`config.mk`:
```
export PLATFORM = sky130hd
export DESIGN_NAME = shift_arbiter
export DESIGN_NICKNAME = d
export VERILOG_FILES = /design/src/rtl/core_config_pkg.sv /design/src/rtl/shift_arbiter.sv
export SDC_FILE = /design/constraint.sdc
export NUM_CORES = 1
export LEC_CHECK = 0
export ABC_CLOCK_PERIOD_IN_PS = 7000
export CORE_MARGIN = 1.5
export CORE_UTILIZATION = 41
export CTS_CLUSTER_SIZE = 10
export DETAILED_ROUTE_END_ITERATION = 7
export MAX_ROUTING_LAYER = met4
export PLACE_DENSITY = 0.86
export SLEW_MARGIN = 15
export SYNTH_ARGS = -nofsm -noshare
export SYNTH_HDL_FRONTEND = slang
export SYNTH_SLANG_ARGS = --single-unit
```
`constraint.sdc`:
```
create_clock -name clk -period 7 [get_ports clk]
set_input_delay 1.4 -clock clk [delete_from_list [all_inputs] [get_ports clk]]
set_output_delay 1.4 -clock clk [all_outputs]
set_load 0.01 [all_outputs]
```
`src/rtl/core_config_pkg.sv`:
```
// Core-wide configuration constants shared by the ALU blocks.
package core_config_pkg;
  localparam int unsigned XLEN = 32;
endpackage

```
`src/rtl/shift_arbiter.sv`:
```
// Round-robin arbiter that shares one iterative shifter between NUM_REQ requesters
// and returns each result tagged with the owning requester index.
module shift_arbiter #(
  parameter int unsigned XLEN    = core_config_pkg::XLEN,
  parameter int unsigned NUM_REQ = 2,
  parameter int unsigned IDW     = $clog2(NUM_REQ),
  parameter int unsigned SAW     = $clog2(XLEN)
) (
  input  logic                    clk,
  input  logic                    rst,
  input  logic [NUM_REQ-1:0]      req_valid,
  output logic [NUM_REQ-1:0]      req_ready,
  input  logic [NUM_REQ*XLEN-1:0] req_data,
  input  logic [NUM_REQ*SAW-1:0]  req_amount,
  input  logic [NUM_REQ-1:0]      req_left,
  input  logic [NUM_REQ-1:0]      req_arith,
  input  logic                    flush,
  output logic                    rsp_valid,
  input  logic                    rsp_ready,
  output logic [XLEN-1:0]         rsp_data,
  output logic [IDW-1:0]          rsp_id,
  output logic                    busy,
  output logic                    sh_start,
  output logic [XLEN-1:0]         sh_data,
  output logic [SAW-1:0]          sh_amount,
  output logic                    sh_left,
  output logic                    sh_arith,
  input  logic                    sh_done,
  input  logic [XLEN-1:0]         sh_result
);

  localparam logic [1:0] S_IDLE  = 2'd0;
  localparam logic [1:0] S_ISSUE = 2'd1;
  localparam logic [1:0] S_WAIT  = 2'd2;
  localparam logic [1:0] S_RESP  = 2'd3;

  logic [1:0]      r_state;
  logic [1:0]      w_state_nxt;
  logic            r_drop;
  logic            w_drop_nxt;
  logic [IDW-1:0]  r_rr_ptr;
  logic [IDW-1:0]  w_rr_nxt;
  logic [IDW-1:0]  w_gnt_idx;
  logic            w_gnt_found;
  logic            w_grant;
  logic            w_capture;
  logic [XLEN-1:0] w_gnt_data;
  logic [SAW-1:0]  w_gnt_amount;
  logic            w_gnt_left;
  logic            w_gnt_arith;

  logic            r_rsp_valid;
  logic [XLEN-1:0] r_rsp_data;
  logic [IDW-1:0]  r_rsp_id;
  logic            r_busy;
  logic            r_sh_start;
  logic [XLEN-1:0] r_sh_data;
  logic [SAW-1:0]  r_sh_amount;
  logic            r_sh_left;
  logic            r_sh_arith;

  // First valid requester at or after the round-robin pointer, with wrap-around.
  always_comb begin
    logic [IDW-1:0] cand;
    cand        = '0;
    w_gnt_found = 1'b0;
    w_gnt_idx   = '0;
    for (int unsigned k = 0; k < NUM_REQ; k++) begin
      cand = IDW'((32'(r_rr_ptr) + k) % NUM_REQ);
      if (!w_gnt_found && req_valid[cand]) begin
        w_gnt_found = 1'b1;
        w_gnt_idx   = cand;
      end
    end
  end

  always_comb begin
    w_gnt_data   = '0;
    w_gnt_amount = '0;
    w_gnt_left   = 1'b0;
    w_gnt_arith  = 1'b0;
    for (int unsigned j = 0; j < NUM_REQ; j++) begin
      if (w_gnt_idx == IDW'(j)) begin
        w_gnt_data   = req_data[j*XLEN +: XLEN];
        w_gnt_amount = req_amount[j*SAW +: SAW];
        w_gnt_left   = req_left[j];
        w_gnt_arith  = req_arith[j];
      end
    end
  end

  assign w_grant   = !rst && (r_state == S_IDLE) && !flush && w_gnt_found;
  assign w_rr_nxt  = (w_gnt_idx == IDW'(NUM_REQ - 1)) ? '0 : w_gnt_idx + IDW'(1);
  assign req_ready = w_grant ? (NUM_REQ'(1) << w_gnt_idx) : '0;

  // Next-state logic; a flush during the shifter run only marks the result for dropping.
  always_comb begin
    w_state_nxt = r_state;
    w_drop_nxt  = r_drop;
    w_capture   = 1'b0;
    case (r_state)
      S_IDLE: begin
        if (w_grant) w_state_nxt = S_ISSUE;
      end
      S_ISSUE: begin
        w_state_nxt = S_WAIT;
        if (flush) w_drop_nxt = 1'b1;
      end
      S_WAIT: begin
        if (sh_done) begin
          if (r_drop || flush) begin
            w_drop_nxt  = 1'b0;
            w_state_nxt = S_IDLE;
          end else begin
            w_capture   = 1'b1;
            w_state_nxt = S_RESP;
          end
        end else if (flush) begin
          w_drop_nxt = 1'b1;
        end
      end
      S_RESP: begin
        if (flush || rsp_ready) w_state_nxt = S_IDLE;
      end
      default: w_state_nxt = S_IDLE;
    endcase
  end

  always_ff @(posedge clk or posedge rst) begin
    if (rst) begin
      r_state     <= S_IDLE;
      r_drop      <= 1'b0;
      r_rr_ptr    <= '0;
      r_rsp_valid <= 1'b0;
      r_rsp_data  <= '0;
      r_rsp_id    <= '0;
      r_busy      <= 1'b0;
      r_sh_start  <= 1'b0;
      r_sh_data   <= '0;
      r_sh_amount <= '0;
      r_sh_left   <= 1'b0;
      r_sh_arith  <= 1'b0;
    end else begin
      r_state     <= w_state_nxt;
      r_drop      <= w_drop_nxt;
      r_busy      <= (w_state_nxt != S_IDLE);
      r_sh_start  <= (w_state_nxt == S_ISSUE);
      r_rsp_valid <= (w_state_nxt == S_RESP);
      if (w_grant) begin
        r_rr_ptr    <= w_rr_nxt;
        r_rsp_id    <= w_gnt_idx;
        r_sh_data   <= w_gnt_data;
        r_sh_amount <= w_gnt_amount;
        r_sh_left   <= w_gnt_left;
        r_sh_arith  <= w_gnt_arith;
      end
      if (w_capture) r_rsp_data <= sh_result;
    end
  end

  assign rsp_valid = r_rsp_valid;
  assign rsp_data  = r_rsp_data;
  assign rsp_id    = r_rsp_id;
  assign busy      = r_busy;
  assign sh_start  = r_sh_start;
  assign sh_data   = r_sh_data;
  assign sh_amount = r_sh_amount;
  assign sh_left   = r_sh_left;
  assign sh_arith  = r_sh_arith;

endmodule

```
==> results.txt <==
----------------------------------------------------
[Final layout]
  Share of post-route cells with drive strength above 1 ... 10.23%
  N_diodes ... 0
  Layout Nets ... roughly 560
  Final core area utilization ... 71.63%
  Growth of design area from synthesis to finish ... 67.50%
  Most used cells in the layout excluding fill and tap cells ... clkdlybuf4s50_1 (193), dfrtp_1 (79), a21o_1 (41), a22o_1 (39), mux2_2 (19)
  Post-route standard cell area excluding fillers ... ~5600 µm²
  Commonest non-fill, non-tap cell in the layout ... clkdlybuf4s50_1

[Critical path]
  Slowest cell on the critical path ... clkdlybuf4s50_1
  Maximum fanout along the worst path ... 42
  Maximum single-stage delay on the critical path ... between 0.6 and 0.7 ns
  Worst Path Class, Setup ... input port to output port
  Launching instance or port of the critical path ... flush
  Last element of the critical path ... req_ready[0]
  Critical Path End Type ... output port
  Worst R2R End ... rsp_data[9]$_DFFE_PP0P_
  Worst-case register-to-register setup slack ... approximately 4.7 ns
  Worst endpoint required time ... ~5.6 ns
  Kind of launch point of the worst setup path ... input port
  Launch instance of the worst register-to-register path ... r_state[0]$_DFF_PP0_
  Worst-case reg-to-reg path depth ... 5
  Cell chain of the critical path ... clkdlybuf4s50_1 > nor3b_2 > nand2_1 > buf_4 > a21oi_4 > buf_4 > clkdlybuf4s50_1
  Arrival @ worst endpoint ... approximately 3.8 ns

[Die]
  Effective utilization at floorplan ... 42.77%
  I/O pin total ... 194
  Die boundary width ... just over 90 µm
  Number of rows in the core area ... 32
  Die Height ... about 93 µm
  Floorplan core area ... about 8000 µm²
  Overall die area ... 8651 µm²

[Drt]
  Number of remaining DRC errors ... 0
  Post-detailed-routing wire length ... around 9.0 mm
  Count of antenna-violating nets left after detailed routing ... 0
  Number of vias per cell ... just over 5
  Routed len/inst ... about 17 µm
  Count of routing violations after the opening detailed-route iteration ... ~130
  First-pass DRT Iterations ... 5
  Count of vias placed by the detailed router ... about 2800

[STA]
  Post-layout minimum cycle time ... 5.148 ns
  Fmax ... 0.1942 GHz
  Tightest Pin Transition ... about 0.7 ns
  Final Max Slew Viols ... 0
  Hold Vio Cnt, Final ... 0
  RSZ-0062 raised after global routing ... no
  Final worst hold slack ... about 0.48 ns
  Portion of the clock cycle consumed by the worst path in the final layout ... about 74%
  TNS Setup ... 0 ns
  Worst slew margin relative to its limit ... approximately 55%
  Worst Skew ... between 0.008 and 0.009 ns
  Setup Viol. Count Final ... 0

[Run status]
  Outcome ... finished clean

[Placement]
  Total of buffers placed on input and output ports ... ~190
  Post-detail-place hpwl ... approximately 6.6 mm
  GP Congestion ... around 0.77
  DP Area ... 5340 µm²

[Synth]
  Cell Area, Synth ... 3322 µm²
  Main combinational cell family by area after synthesis ... compound AO/OA/AOI/OAI gates
  Area share of and/or/nand/nor cells after synthesis ... under 10%
  Share of cell area taken by muxes after synthesis ... between 10% and 20%
  Synthesized net count ... 365
  Post-synth ARST share ... 100.0%
  Adder-cell area share of the yosys netlist ... under 10%
  Share of the synthesized area in compound gates (AO/OA/AOI/OAI) ... 21.81%
  Synth cell types ... 28
  Seq/Total Area, Yosys ... 59.51%
  Post-Synth XOR/XNOR Area ... 0%
  Post-synthesis cell count ... around 240
  Synthesized area divided by synthesized cell count ... between 10 and 15 µm²
  Total of warnings raised by yosys ... 0
  Yosys reg bits ... just under 80
  Post-synth EDFFs ... 0
  Ys flop type ... dfrtp_1

[Job]
  Max Cap Violations ... 0

[Global route]
  GRT met2 Usage ... between 30% and 40%
  Total gr overflow ... 0
  GRT Max-Usage Layer ... met2
  First-pass GRT wire length ... around 14 mm
  Grt met3 use ... about 3.3%
  Number of antenna violations at the first check in global routing ... 0
  Met1 usage in global routing ... about a quarter
  Via count of the first global-routing pass ... between 2000 and 3000
  Maximum number of pins on one net before global-route repair ... 43
  GRT Total Usage ... roughly a fifth

[Clock network]
  CTS Buffer Depth ... 2
  Hold_buf cts ... 0
  Clock sink count ... between 70 and 80
  Buffers inserted by post-CTS timing repair ... 0
  CTS resizes ... 0
  H-tree levels ... 3
  CTS clk-pin slew, worst paths ... about 0.07 ns
  Master cell of the clock root buffer ... clkbuf_8
  Number of CTS-inserted buffers ... 9
  Clock network latency to the later pin of the worst-skew pair ... 0.33 ns
  TritonCTS clock tree ... yes

[Power and ir drop]
  Static Leakage ... 2.620 nW
  Peak ir drop on the vdd network ... 197.6 µV
  Power per standard cell area ... approximately 380 nW/µm²

[Hold path]
  Worst min-delay path class ... register to register

----------------------------------------------------
==> stage by stage <==
step | total power, mW | cells | worst slack (ns)
finish | 2.133 | 542 | 1.852
global route | 2.255 | 542 | 1.663
CTS | 2.157 | 542 | 1.811
detailed placement | 1.769 | 526 | 1.825
global placement | 1.736 | 526 | 1.883
floorplan | 1.205 | 243 | 3.450
==> worst max-delay path, delay by kind of cell <==
| family | cells | cell delay (ns) |
|---|---|---|
| and+or+nand+nor | 2 | 0.39 |
| AOI/OAI and AO/OA | 1 | 0.16 |
| buffers and inverters | 4 | 1.80 |
==> sequential cells by signal, summed over array words and instances, names as in the netlist, 2 cells and up <==
name       count
r_state        2
sh_amount      5
sh_data       32
rsp_data      32
==> metal layers <==
| metal | share of wire, % | vias up |
|---|---|---|
| met2 | 50 | 133 |
| li1 | - | 1275 |
| met1 | 41 | 1332 |
| met4 | 3.2 | 0 |
| met3 | 5.2 | 23 |
| met5 | 0 | - |
==> cells by family after synthesis <==
group	Yosys count
compound gates	90
flops	79
mux	32
buf+inv	24
simple gates	13
fa+ha+maj	5
==> synth_stat cells, types with 2 or more instances <==
| master | instances | share of area [%] |
|---|---|---|
| dfrtp_1 | 79 | 60 |
| a21o_1 | 41 | 9.3 |
| a22o_1 | 39 | 10 |
| mux2_2 | 19 | 6.4 |
| buf_2 | 16 | 2.4 |
| mux2_1 | 13 | 4.4 |
| inv_1 | 6 | 0.68 |
| ha_1 | 5 | 1.9 |
| a21oi_1 | 3 | 0.45 |
| nand2_1 | 3 | 0.34 |
| o21ai_0 | 2 | 0.30 |
==> layout make-up <==
class	count	area, µm²
repair buffers	198	1969
well taps	102	127.6
clock buffers	13	158.9
clock inverters	3	65.06
fillers	560	2203
inverters	7	27.53
multi-input cells	140	1239
flip-flops and latches	79	1977
==> how the worst min path moves through the flow <==
stage / startpoint / end / cells past startpoint
final: r_rr_ptr$_DFFE_PP0P_ / r_rr_ptr$_DFFE_PP0P_ / 1
after global routing: r_rr_ptr$_DFFE_PP0P_ / r_rr_ptr$_DFFE_PP0P_ / 1
after CTS: r_rr_ptr$_DFFE_PP0P_ / r_rr_ptr$_DFFE_PP0P_ / 1
after detailed placement: r_rr_ptr$_DFFE_PP0P_ / r_rr_ptr$_DFFE_PP0P_ / 1
after global placement: rsp_id$_DFFE_PP0P_ / rsp_id$_DFFE_PP0P_ / 1
after floorplan: r_rr_ptr$_DFFE_PP0P_ / r_rr_ptr$_DFFE_PP0P_ / 1
==> power breakdown <==
| part | switching, mW | internal, mW |
|---|---|---|
| combinational | 0.348 | 0.623 |
| sequential | 0.115 | 0.669 |
| clock | 0.158 | 0.220 |
Power figures use the tool's default switching activity.
